### src/rtl/led_meter_pkg.sv
// Shared constants for the LED meter engine: display modes and FSM states.
package led_meter_pkg;

  localparam logic [1:0] MODE_BIPOLAR  = 2'd0;
  localparam logic [1:0] MODE_UNIPOLAR = 2'd1;
  localparam logic [1:0] MODE_DOT      = 2'd2;
  localparam logic [1:0] MODE_MIRROR   = 2'd3;

  // state    | meaning
  // ST_IDLE  | outputs quiet, waiting for pos_valid
  // ST_SHIFT | clocking the frame out MSB first, one bit per 2*CLK_DIV cycles
  // ST_LATCH | led_clk low, le high for CLK_DIV cycles; frame_done on the last
  typedef enum logic [1:0] {
    ST_IDLE  = 2'd0,
    ST_SHIFT = 2'd1,
    ST_LATCH = 2'd2
  } state_e;

endpackage

### src/rtl/led_pattern_render.sv
// Combinational renderer: position + display mode -> one bit per LED.
module led_pattern_render
  import led_meter_pkg::*;
#(
  parameter int N_LEDS = 16,
  parameter int POS_W  = 6,
  parameter int CENTER = 18
) (
  input  logic [POS_W-1:0]  pos_i,
  input  logic [1:0]        mode_i,
  output logic [N_LEDS-1:0] pattern_o
);

  // One spare bit so pos - CENTER and CENTER - pos never wrap.
  localparam int KW = POS_W + 1;
  localparam logic [KW-1:0] CTR = KW'(CENTER);
  localparam int HALF = N_LEDS / 2;

  logic [KW-1:0] pos_x;
  logic [KW-1:0] k_raw;
  logic          above;
  int            kn;

  // Lit-bit count k per mode, saturated at N_LEDS, then expanded to a bit mask.
  always_comb begin
    pos_x     = {1'b0, pos_i};
    above     = (pos_x > CTR);
    k_raw     = '0;
    pattern_o = '0;
    case (mode_i)
      MODE_BIPOLAR:  k_raw = above ? (pos_x - CTR) : (CTR - pos_x);
      MODE_UNIPOLAR: k_raw = pos_x;
      MODE_MIRROR:   k_raw = (int'(pos_x) > HALF) ? KW'(HALF) : pos_x;
      default:       k_raw = '0;
    endcase
    kn = (int'(k_raw) > N_LEDS) ? N_LEDS : int'(k_raw);
    for (int i = 0; i < N_LEDS; i++) begin
      case (mode_i)
        MODE_BIPOLAR:  pattern_o[i] = above ? (i < kn) : (i >= N_LEDS - kn);
        MODE_UNIPOLAR: pattern_o[i] = (i < kn);
        MODE_DOT:      pattern_o[i] = (int'(pos_x) == i);
        default:       pattern_o[i] = (i >= HALF - kn) && (i < HALF + kn);
      endcase
    end
  end

endmodule

### src/rtl/led_meter_driver.sv
// LED meter engine: renders a position into an N-LED frame, shifts it into a
// chain of constant-current drivers, latches it and PWM-dims via oe.
module led_meter_driver
  import led_meter_pkg::*;
#(
  parameter int N_LEDS  = 16,
  parameter int POS_W   = 6,
  parameter int CENTER  = 18,
  parameter int CLK_DIV = 4,
  parameter int PWM_W   = 4
) (
  input  logic             clk,
  input  logic             rst,
  input  logic             pos_valid,
  input  logic [POS_W-1:0] pos,
  input  logic [1:0]       mode,
  input  logic [PWM_W-1:0] brightness,
  output logic             busy,
  output logic             frame_done,
  output logic             led_clk,
  output logic             sdi,
  output logic             le,
  output logic             oe
);

  localparam int PH_W  = $clog2(2 * CLK_DIV);
  localparam int BIT_W = $clog2(N_LEDS);
  localparam logic [PH_W-1:0]  PH_BIT   = PH_W'(2 * CLK_DIV - 1);
  localparam logic [PH_W-1:0]  PH_LATCH = PH_W'(CLK_DIV - 1);
  localparam logic [PH_W-1:0]  PH_HALF  = PH_W'(CLK_DIV);
  localparam logic [PH_W-1:0]  PH_ONE   = PH_W'(1);
  localparam logic [BIT_W-1:0] BIT_LAST = BIT_W'(N_LEDS - 1);
  localparam logic [BIT_W-1:0] BIT_ONE  = BIT_W'(1);
  localparam logic [PWM_W-1:0] PWM_ONE  = PWM_W'(1);

  state_e             state_q, state_d;
  logic [PH_W-1:0]    ph_q, ph_d;
  logic [BIT_W-1:0]   bit_q, bit_d;
  logic [N_LEDS-1:0]  shift_q, shift_d;
  logic [PWM_W-1:0]   frm_bright_q, frm_bright_d;
  logic               pend_q, pend_d;
  logic [POS_W-1:0]   pend_pos_q, pend_pos_d;
  logic [1:0]         pend_mode_q, pend_mode_d;
  logic [PWM_W-1:0]   pend_bright_q, pend_bright_d;
  logic               busy_q, busy_d;
  logic               frame_done_q, frame_done_d;
  logic               led_clk_q, led_clk_d;
  logic               le_q, le_d;
  logic [PWM_W-1:0]   cnt_q;
  logic [PWM_W-1:0]   bright_act_q;
  logic               oe_en_q;
  logic               oe_q;
  logic               start;
  logic [POS_W-1:0]   r_pos;
  logic [1:0]         r_mode;
  logic [N_LEDS-1:0]  pattern;

  // A fresh request always wins over the pending slot (latest wins).
  assign r_pos  = pos_valid ? pos  : pend_pos_q;
  assign r_mode = pos_valid ? mode : pend_mode_q;

  led_pattern_render #(
    .N_LEDS (N_LEDS),
    .POS_W  (POS_W),
    .CENTER (CENTER)
  ) u_render (
    .pos_i     (r_pos),
    .mode_i    (r_mode),
    .pattern_o (pattern)
  );

  // Next-state logic: phase/bit down-counters, pending slot, registered pin values.
  always_comb begin
    state_d       = state_q;
    ph_d          = ph_q;
    bit_d         = bit_q;
    shift_d       = shift_q;
    frm_bright_d  = frm_bright_q;
    pend_d        = pend_q;
    pend_pos_d    = pend_pos_q;
    pend_mode_d   = pend_mode_q;
    pend_bright_d = pend_bright_q;
    start         = 1'b0;
    case (state_q)
      ST_IDLE: start = pos_valid;
      ST_SHIFT: begin
        if (ph_q == '0) begin
          shift_d = shift_q << 1;
          if (bit_q == '0) begin
            state_d = ST_LATCH;
            ph_d    = PH_LATCH;
          end else begin
            bit_d = bit_q - BIT_ONE;
            ph_d  = PH_BIT;
          end
        end else begin
          ph_d = ph_q - PH_ONE;
        end
      end
      ST_LATCH: begin
        if (ph_q == '0) begin
          if (pos_valid || pend_q) start = 1'b1;
          else                     state_d = ST_IDLE;
        end else begin
          ph_d = ph_q - PH_ONE;
        end
      end
      default: state_d = ST_IDLE;
    endcase
    if (pos_valid && !start && state_q != ST_IDLE) begin
      pend_d        = 1'b1;
      pend_pos_d    = pos;
      pend_mode_d   = mode;
      pend_bright_d = brightness;
    end
    if (start) begin
      state_d      = ST_SHIFT;
      ph_d         = PH_BIT;
      bit_d        = BIT_LAST;
      shift_d      = pattern;
      frm_bright_d = pos_valid ? brightness : pend_bright_q;
      pend_d       = 1'b0;
    end
    busy_d       = (state_d != ST_IDLE);
    led_clk_d    = (state_d == ST_SHIFT) && (ph_d < PH_HALF);
    le_d         = (state_d == ST_LATCH);
    frame_done_d = (state_d == ST_LATCH) && (ph_d == '0);
  end

  // Frame engine registers; reset aborts any frame in flight.
  always_ff @(posedge clk) begin
    if (rst) begin
      state_q       <= ST_IDLE;
      ph_q          <= '0;
      bit_q         <= '0;
      shift_q       <= '0;
      frm_bright_q  <= '0;
      pend_q        <= 1'b0;
      pend_pos_q    <= '0;
      pend_mode_q   <= '0;
      pend_bright_q <= '0;
      busy_q        <= 1'b0;
      frame_done_q  <= 1'b0;
      led_clk_q     <= 1'b0;
      le_q          <= 1'b0;
    end else begin
      state_q       <= state_d;
      ph_q          <= ph_d;
      bit_q         <= bit_d;
      shift_q       <= shift_d;
      frm_bright_q  <= frm_bright_d;
      pend_q        <= pend_d;
      pend_pos_q    <= pend_pos_d;
      pend_mode_q   <= pend_mode_d;
      pend_bright_q <= pend_bright_d;
      busy_q        <= busy_d;
      frame_done_q  <= frame_done_d;
      led_clk_q     <= led_clk_d;
      le_q          <= le_d;
    end
  end

  // PWM dimming: brightness of a frame takes over once that frame is latched.
  always_ff @(posedge clk) begin
    if (rst) begin
      cnt_q        <= '0;
      bright_act_q <= '0;
      oe_en_q      <= 1'b0;
      oe_q         <= 1'b1;
    end else begin
      cnt_q <= cnt_q + PWM_ONE;
      if (frame_done_q) begin
        bright_act_q <= frm_bright_q;
        oe_en_q      <= 1'b1;
      end
      oe_q <= !(oe_en_q && (cnt_q < bright_act_q));
    end
  end

  assign busy       = busy_q;
  assign frame_done = frame_done_q;
  assign led_clk    = led_clk_q;
  assign sdi        = shift_q[N_LEDS-1];
  assign le         = le_q;
  assign oe         = oe_q;

endmodule

### config.mk
export PLATFORM = sky130hd
export DESIGN_NAME = led_meter_driver
export DESIGN_NICKNAME = d
export VERILOG_FILES = /design/src/rtl/led_meter_pkg.sv /design/src/rtl/led_pattern_render.sv /design/src/rtl/led_meter_driver.sv
export SDC_FILE = /design/constraint.sdc
export NUM_CORES = 1
export LEC_CHECK = 0
export BUFFER_PORTS_ARGS = -buffer_cell sky130_fd_sc_hd__buf_2
export CAP_MARGIN = 20
export CORE_MARGIN = 2
export CORE_UTILIZATION = 59
export CTS_BUF_LIST = sky130_fd_sc_hd__clkbuf_2
export CTS_CLUSTER_DIAMETER = 150
export DETAILED_ROUTE_END_ITERATION = 16
export GPL_ROUTABILITY_DRIVEN = 0
export GPL_TIMING_DRIVEN = 0
export PLACE_DENSITY_LB_ADDON = 0.12
export SKIP_CTS_REPAIR_TIMING = 1
export SLEW_MARGIN = 25
export SYNTH_ARGS = -nofsm -noshare
export SYNTH_HDL_FRONTEND = slang
export SYNTH_SLANG_ARGS = --single-unit
### constraint.sdc
create_clock -name clk -period 5.1 [get_ports clk]
set_input_delay 0.51 -clock clk [delete_from_list [all_inputs] [get_ports clk]]
set_output_delay 0.51 -clock clk [all_outputs]
set_load 0.02 [all_outputs]
### Yosys cells after proc, flatten, opt, wreduce, memory -nomap -nowiden

Index checks and enable logic that the tools add are counted.

| operators by class | value |
|---|---|
| add/sub/neg operators | 8 |
| magnitude comparators | 69 |
| equal/unequal tests | 23 |
| multiplexer cells | 60 |
| reduce and logical (&&, ||, !) cells | 37 |

Operators by type and width:

| cell | count |
|---|---|
| 5-bit by 32-bit greater-or-equal comparator with 1-bit output, first input constant | 16 |
| 5-bit by 32-bit less-than comparator with 1-bit output, first input constant | 16 |
| 4-bit by 32-bit greater-or-equal comparator with 1-bit output, first input constant | 8 |
| 4-bit by 32-bit less-than comparator with 1-bit output, first input constant | 8 |
| 3-bit by 32-bit greater-or-equal comparator with 1-bit output, first input constant | 4 |
| 3-bit by 32-bit less-than comparator with 1-bit output, first input constant | 4 |
| 1-bit by 32-bit greater-or-equal comparator with 1-bit output, first input constant | 2 |
| 2-bit by 32-bit greater-or-equal comparator with 1-bit output, first input constant | 2 |
| 1-bit by 32-bit less-than comparator with 1-bit output, first input constant | 2 |
| 2-bit by 32-bit less-than comparator with 1-bit output, first input constant | 2 |
| 6-bit by 5-bit == test with 1-bit output, second input constant | 8 |
| 16-bit 2-to-1 mux | 3 |
| 1-bit case mux with 3 select lines | 16 |
| 5-bit by 32-bit adder with 32-bit output, first input constant | 1 |
| 5-bit by 32-bit subtractor with 32-bit output, first input constant | 1 |
| 6-bit by 32-bit subtractor with 32-bit output, first input constant | 1 |
| 6-bit by 4-bit == test with 1-bit output, second input constant | 4 |
| 1-bit logical AND | 21 |
| 7-bit case mux with 3 select lines | 1 |
| 4-bit 2-to-1 mux | 5 |
| 1-bit 2-to-1 mux | 18 |
| 7-bit 2-to-1 mux | 2 |
| 6-bit by 3-bit == test with 1-bit output, second input constant | 2 |
| 2-bit 2-to-1 mux | 6 |
| 29 further kinds | 44 |

| word-level totals | value |
|---|---|
| register bits after elaboration | 56 |
| input bits | 15 |
| output and inout bits | 6 |
| word-level logic and storage cells | 214 |

### Depth between registers and ports, before layout

Gate-level depths: netlist (run 1).

| depth | value |
|---|---|
| depth after elaboration | 11 |
| mapped depth | 26 |

### Modules after synthesis

A second synthesis (run 1) with hierarchy kept.

| second synthesis, totals | value |
|---|---|
| cell total of the unflattened synthesis | 630 |
| area total of the unflattened synthesis | 4,645.7 sq um |

By module, submodules not included:

| module | instances | cells an instance | area each (sq um) | sequential area each (sq um) |
|---|---|---|---|---|
| led_meter_driver | 1 | 306 | 2,635.0 | 1,121.1 |
| led_pattern_render | 1 | 324 | 2,010.7 | 0.0 |

### Least setup slack after synthesis (run 1)

OpenSTA, ideal clock, no wires.

| path | value |
|---|---|
| path kind | input port to flip-flop |
| start point | input port pos_valid |
| end point | register shift_q[0] |
| library setup time | 0.079 ns |
| data arrival time | 5.445 ns |
| data required time | 5.021 ns |
| setup slack | -0.424 ns |
| cell stages on the path | 26 |
| cell sequence | buf_6 buf_6 buf_4 mux2i_1 ha_1 nor2b_1 o22a_1 o21ai_2 a2111o_1 and3_1 buf_2 inv_2 buf_2 buf_2 nor2_1 inv_1 ha_1 clkbuf_1 a21oi_1 nor2_1 ha_1 nand2b_1 a211o_1 o311ai_2 a32oi_1 a211oi_2 |

| on the way | value |
|---|---|
| longest elaborated chain between the ends | 11 |
| elaborated cells on any way between the ends | 34 |

RTL lines:

| item | RTL line | text |
|---|---|---|
| from (decl) | led_meter_driver.sv:14 | `input logic pos_valid,` |
| 6-bit 2-to-1 mux | led_meter_driver.sv:59 | `assign r_pos = pos_valid ? pos : pend_pos_q;` |
| 5-bit by 6-bit subtractor with 7-bit output, or another cell as far along | led_pattern_render.sv:31 | `MODE_BIPOLAR: k_raw = above ? (pos_x - CTR) : (CTR - pos_x);` |
| 7-bit 2-to-1 mux / 6-bit 2-to-1 mux (equally long branches) | led_pattern_render.sv:31, led_pattern_render.sv:33 |  |
| 7-bit case mux with 3 select lines | led_pattern_render.sv:30 | `case (mode_i)` |
| 7-bit by 5-bit greater-than comparator with 1-bit output | led_pattern_render.sv:36 | `kn = (int'(k_raw) > N_LEDS) ? N_LEDS : int'(k_raw);` |
| 7-bit 2-to-1 mux | led_pattern_render.sv:36 |  |
| 6-bit by 32-bit subtractor with 32-bit output, or another cell as far along | led_pattern_render.sv:39 | `MODE_BIPOLAR: pattern_o[i] = above ? (i < kn) : (i >= N_LEDS - kn);` |
| 1-bit by 32-bit greater-or-equal comparator with 1-bit output, or another cell as far along | led_pattern_render.sv:39 |  |
| 1-bit 2-to-1 mux / 1-bit logical AND (equally long branches) | led_pattern_render.sv:39, led_pattern_render.sv:42 |  |
| 1-bit case mux with 3 select lines | led_pattern_render.sv:38 | `case (mode_i)` |
| 16-bit 2-to-1 mux | led_meter_driver.sv:116 | `if (start) begin` |
| to (signal assigned) | led_meter_driver.sv:150 | `shift_q <= shift_d;` |
| to (decl) | led_meter_driver.sv:39 | `logic [N_LEDS-1:0] shift_q, shift_d;` |

Parallel ways exist; a longest one is shown, timed or not.
A chain may end at the register's enable or synchronous reset.

### Worst setup path in the final report (run 1)

| path | value |
|---|---|
| start point | input port pos_valid |
| end point | register shift_q[7] |

| on the way | value |
|---|---|
| longest elaborated chain between the ends | 11 |
| elaborated cells on any way between the ends | 34 |

RTL lines:

| item | RTL line |
|---|---|
| 6-bit 2-to-1 mux | led_meter_driver.sv:59 |
| 5-bit by 6-bit subtractor with 7-bit output, or another cell as far along | led_pattern_render.sv:31 |
| 7-bit 2-to-1 mux / 6-bit 2-to-1 mux (equally long branches) | led_pattern_render.sv:31, led_pattern_render.sv:33 |
| 7-bit case mux with 3 select lines | led_pattern_render.sv:30 |
| 7-bit by 5-bit greater-than comparator with 1-bit output | led_pattern_render.sv:36 |
| 7-bit 2-to-1 mux | led_pattern_render.sv:36 |
| 6-bit by 32-bit subtractor with 32-bit output, or another cell as far along | led_pattern_render.sv:39 |
| 4-bit by 32-bit greater-or-equal comparator with 1-bit output, or another cell as far along | led_pattern_render.sv:39 |
| 1-bit 2-to-1 mux / 1-bit logical AND (equally long branches) | led_pattern_render.sv:39, led_pattern_render.sv:42 |
| 1-bit case mux with 3 select lines | led_pattern_render.sv:38 |
| 16-bit 2-to-1 mux | led_meter_driver.sv:116 |

Parallel ways exist; a longest one is shown, timed or not.

==> metrics.txt, run 1 <==
count of cell types in the netlist 86; Critical Path Max Stage Delay 0.44 ns; Die X about 96 um; Synth Register Bits 56; Max Clock Skew ~0.025 ns; initial antenna violation count 0; HPWL Detailed about 12 mm; non-filler instance count after layout 800; Max Cap Viol 0; CTS buffer count 5; vias per std cell about 7.2; Worst Setup EP shift_q[7]; Final Net Count 742; row cnt 33; Setup violations, final 0; clk root buf clkbuf_2; Least-Margin Pin Slew about 0.89 ns; WP data arrival roughly 5.5 ns; Max Clk Rate between 150 and 200 MHz; Worst-path clk slew between 0.2 and 0.3 ns; port bufs 20; clk sinks 56; fill count about 710; first-pass GRT wire length around 25 mm; crit path capture type flop; Mapped Avg Cell Area approximately 7.6 um^2; crit share post-route 99.06%; crit-path max FO 11; Final Util between 60 and 70%; TNS Setup 0 ns; Slew HR 40.50%; commonest non-fill, non-tap cell in the layout nor2_1; Max Root-Sink Buffers 2; leading cell types in the layout, fill and taps excluded nor2_1 (70), nand2_1 (68), dfxtp_1 (56); Starting Density 60.59%; CP Launch Point pos_valid; # IOs 21; setup ws final about 0.048 ns; first-pass iteration count of the detailed router 9; ant diodes 0; post-route ant nets 0; Hold Path Class input port to flop; most frequent CP cell buf_12; cells on worst reg2reg path 25; Mapped Area around 0.005 mm^2; final wirelength roughly 16 mm; total power 1.593 mW; status finished, final reports clean; DR iter-0 viols roughly 1.1k; CP max-delay cell a2111o_1; Worst VDD drop about 160 uV; Pleak approximately 2.2 nW; area grow syn2layout 13.14%; crit-path leading delay family buffers and inverters; clock insertion delay at the later pin of the skew report between 0.4 and 0.5 ns; R2R Path Start pend_pos_q[2]; Worst EP required about 5.5 ns; gr ovfl total 0; Synth Warn # 0; Die Y-Extent 95.86 um; R2R Setup Slk between 0.1 and 0.15 ns; Critical Path Start Type input port; vias in the first global route roughly 5.1k; via count approximately 5.8k; pin count of the biggest net entering global routing 20; CP Depth 29; core area around 0.008 mm^2; WS Path Type input port to flop; ys flop type dfxtp_1; placed insts 779; CTS tree yes; DRC Markers 0; Post-synth EDFFs 0; CP Buf/Inv Count 12; H-tree depth 2; Die Footprint just over 0.009 mm^2; PD cells around 280 mW/mm^2; terminus of the critical flop-to-flop path shift_q[7]; Async SR Flop Fraction 0%; gr usage total between 30% and 40%; Hold Violations, Final 0; Period minus WS final slightly above 5 ns; dpl ws -1.187 ns; Synth Instances between 600 and 700; Avg WL per Cell between 20 and 25 um; fin. max-slew vios 0; register area share after synthesis a little under a quarter; layout cells sized above 1 16.55%
==> power breakdown <==
part / leakage, nW / switching [mW] / internal, mW
Sequential: 0.460 / 0.0321 / 0.479
Combinational: 1.70 / 0.579 / 0.309
Clock: 0.0311 / 0.156 / 0.0384
Total: 2.19 / 0.767 / 0.827
==> registers in the layout, summed over array words and instances (netlist names) <==
| signal | flops |
|---|---|
| led_clk | 1 |
| shift_q | 16 |
| pend_q | 1 |
| oe_en_q | 1 |
| le | 1 |
| pend_pos_q | 6 |
| pend_mode_q | 2 |
| frame_done | 1 |
| frm_bright_q | 4 |
| pend_bright_q | 4 |
| oe | 1 |
| cnt_q | 4 |
| bit_q | 4 |
| state_q | 2 |
| bright_act_q | 4 |
| ph_q | 3 |
| busy | 1 |
==> worst reg2reg max path: stages, from the launching register on <==
cell,delay [ns]
dfxtp_1,0.44
mux2_4,0.34
inv_4,0.14
ha_4,0.19
nor2b_4,0.18
o22a_2,0.21
o21ai_2,0.08
a2111o_1,0.44
and3_1,0.17
clkbuf_4,0.19
inv_6,0.10
buf_12,0.14
buf_12,0.15
nor2_4,0.06
inv_2,0.12
ha_4,0.17
buf_8,0.15
a21oi_4,0.08
nor2_2,0.14
ha_1,0.22
nand2b_1,0.19
a211o_1,0.39
buf_4,0.17
o211ai_1,0.25
a211oi_1,0.10
nor2_1,0.11
==> cells in the mapped netlist (8+ instances only) <==
library cell,instances,area (um^2)
a211oi_1,9,67.56
a21oi_1,48,240.2
a31oi_1,19,118.9
buf_2,12,60.06
clkbuf_1,12,45.04
dfxtp_1,56,1121
ha_1,33,412.9
inv_1,19,71.32
mux2i_1,27,270.3
nand2_1,69,259.0
nand2b_1,12,75.07
nand3_1,26,130.1
nor2_1,75,281.5
nor3_1,16,80.08
o21ai_0,40,200.2
o221ai_1,8,70.07
==> kinds of logic after synthesis <==
| kind of cell | synth area share, % |
|---|---|
| AO/OA/AOI/OAI | 30.54 |
| XOR/XNOR | 0.7038 |
| adder cells (fa/ha/maj) | 8.294 |
| buffers and inverters | 5.202 |
| flip-flops | 22.52 |
| multiplexers | 8.570 |
| other | 0.07532 |
| AND/OR/NAND/NOR | 24.10 |
==> metal layers <==
metal  up-vias  wire length, um  GRT usage (%)  part of all wire (%)
li1       2549                -              -                     -
met1      2628             6367          46.00                    39
met2       461             7137          53.50                    43
met3       115             2119          8.066                    13
met4         0              867          16.79                   5.3
met5         -                0              0                     0
==> worst min-delay path by stage <==
stage / startpoint / depth (start not counted) / slack, ns / to
3_3_place_gp: oe_en_q / 1 / 0.38 / oe
2_1_floorplan: oe_en_q / 1 / 0.37 / oe
6_report: rst / 2 / 0.19 / state_q[1]
3_5_place_dp: oe_en_q / 1 / 0.38 / oe
4_1_cts: rst / 2 / 0.19 / state_q[1]
5_1_grt: rst / 2 / 0.18 / state_q[1]
==> final cells by class <==
cell class | instances | area [um^2] | share of cell area, %
Multi-Input combinational cell | 542 | 3786 | 67.21
Sequential cell | 56 | 1121 | 19.90
Buffer | 33 | 232.7 | 4.131
Timing Repair Buffer | 33 | 212.7 | 3.776
Tap cell | 105 | 131.4 | 2.332
Inverter | 23 | 96.34 | 1.710
Clock inverter | 3 | 27.53 | 0.4887
Clock buffer | 5 | 25.02 | 0.4442
==> per-stage QoR <==
stage / hold WS, ns / area [um^2]
6_report: 0.1886 / 5633
5_1_grt: 0.1816 / 5633
4_1_cts: 0.1862 / 5308
3_5_place_dp: 0.3781 / 5255
3_3_place_gp: 0.3763 / 5255
2_1_floorplan: 0.3679 / 5024
Note: power is estimated with default switching activity, not from simulation.
==> inputs of run 2 (changes only) <==
Settings changed: REMOVE_ABC_BUFFERS set to 1.
==> metrics.txt, run 2 (synthesis gave the netlist of run 1 again) <==
Clock Power Share between 10 and 15%; port bufs 20; # IOs 21; Critical Path Start Type input port; Die Footprint roughly 0.009 mm^2; vias in the first global route roughly 4.8k; number of flip-flops in the largest register 16; status finished, final reports clean; row cnt 33; clk sinks 56; Starting Density roughly three fifths; area grow syn2layout 7.866%; Die Y-Extent roughly 96 um; WP data arrival 5.41 ns; TNS Setup 0 ns; R2R Setup Slk about 0.20 ns; initial antenna violation count 0; Reg power frac 33.0%; Final Net Count a little over 700; Sw Pwr 0.7367 mW; Worst VDD drop 162.5 uV; crit path capture type flop; clock insertion delay at the later pin of the skew report between 0.4 and 0.5 ns; Hold Violations, Final 0; Worst-path clk slew ~0.32 ns; Switching Fraction a little under half; DR iter-0 viols between 700 and 800; pin count of the biggest net entering global routing 49; vias per std cell slightly above 7; HPWL Detailed 10.68 mm; Max Root-Sink Buffers 2; Largest Register shift_q; Least-Margin Pin Slew between 1 and 1.5 ns; Internal Power a little over 0.8 mW; layout cells sized above 1 roughly 15%; CTS tree yes; fin. max-slew vios 0; clk root buf clkbuf_2; PD cells a little under 300 mW/mm^2; leading cell types in the layout, fill and taps excluded nor2_1 (71), nand2_1 (69), dfxtp_1 (55); final wirelength 15.02 mm; via count ~5.4k; Worst EP required approximately 5.5 ns; Max Cap Viol 0; Pleak just over 2 nW; Setup violations, final 0; post-route ant nets 0; first-pass GRT wire length around 24 mm; Avg WL per Cell 19.58 um; terminus of the critical flop-to-flop path shift_q[8]; WS Path Type input port to flop; DRC Markers 0; setup ws final between 0.1 and 0.15 ns; gr usage total between 30% and 40%; logic gate share of total power between 50% and 60%; crit-path max FO 40; Hold Path Class input port to flop; Die X 95.86 um; Period minus WS final 4.976 ns; crit share post-route a little over nine tenths; Max Clk Rate ~200 MHz; R2R Path Start pend_pos_q[2]; fill count between 700 and 800; CTS buffer count 5; cells on worst reg2reg path 20; non-filler instance count after layout roughly 770; H-tree depth 2; HP Start brightness[1]; WHS Path Cells 3; ant diodes 0; biggest regs shift_q: 16 flops, pend_pos_q: 6 flops; gr ovfl total 0; total power 1.548 mW; core area around 0.0082 mm^2; Hold EP pend_bright_q[1]; Slew HR approximately 28%; first-pass iteration count of the detailed router 8; dpl ws -2.334 ns; placed insts 748; Max Clock Skew roughly 0.016 ns; Final Util between 60% and 70%; commonest non-fill, non-tap cell in the layout nor2_1
[run 2: critical path, stage by stage]
cell        delay (ns)
clkbuf_8          0.31
mux2i_4           0.47
inv_1             0.18
ha_1              0.33
or3_1             0.42
a2bb2oi_1         0.19
a32oi_1           0.27
and3_4            0.33
inv_8             0.11
nor2_4            0.19
inv_1             0.10
ha_1              0.20
a41o_1            0.26
nor2_4            0.21
clkinvlp_4        0.14
ha_1              0.35
or3_1             0.39
mux2i_1           0.23
o21ai_0           0.12
nand3_1           0.08
[run 2: worst max path at each step]
| stage | startpoint | to | slack (ns) |
|---|---|---|---|
| 2_1_floorplan | pos_valid | shift_q[12] | -0.11 |
| 3_3_place_gp | pos_valid | shift_q[12] | -2.20 |
| 3_5_place_dp | pos_valid | shift_q[12] | -2.33 |
| 4_1_cts | pos_valid | shift_q[12] | -1.81 |
| 5_1_grt | pend_pos_q[2] | shift_q[8] | -0.04 |
| 6_report | pos_valid | shift_q[8] | 0.12 |
[run 2: per-layer routing]
| metal | track usage [%] | up-vias | share of wire, % |
|---|---|---|---|
| met5 | 0 | - | 0 |
| met4 | 14.17 | 0 | 5.1 |
| met3 | 6.343 | 94 | 9.6 |
| met2 | 52.74 | 353 | 44 |
| met1 | 43.09 | 2519 | 41 |
| li1 | - | 2474 | - |
[run 2: cell type report]
| type | count | area, um^2 | area share (%) |
|---|---|---|---|
| tap | 105 | 131.4 | 2.446 |
| inverter | 23 | 97.59 | 1.817 |
| clock buffer | 5 | 25.02 | 0.4660 |
| sequential | 56 | 1122 | 20.90 |
| timing repair buffer | 33 | 214.0 | 3.984 |
| multi-input combinational | 542 | 3752 | 69.87 |
| clock inverter | 3 | 27.53 | 0.5126 |
[run 2: power groups by stage]
stage,clock network (mW),logic (mW),registers (mW)
floorplan,0,0.515,0.513
global placement,0,0.697,0.516
detailed placement,0,0.715,0.518
CTS,0.202,0.718,0.510
global route,0.221,0.902,0.517
finish,0.195,0.842,0.511
[run 2: per-stage QoR]
step           instance area (um^2)  hold WS [ns]
2_1_floorplan                  4810        0.3679
3_3_place_gp                   5041        0.3771
3_5_place_dp                   5079        0.3923
4_1_cts                        5131        0.2274
5_1_grt                        5370        0.2163
6_report                       5370        0.2584
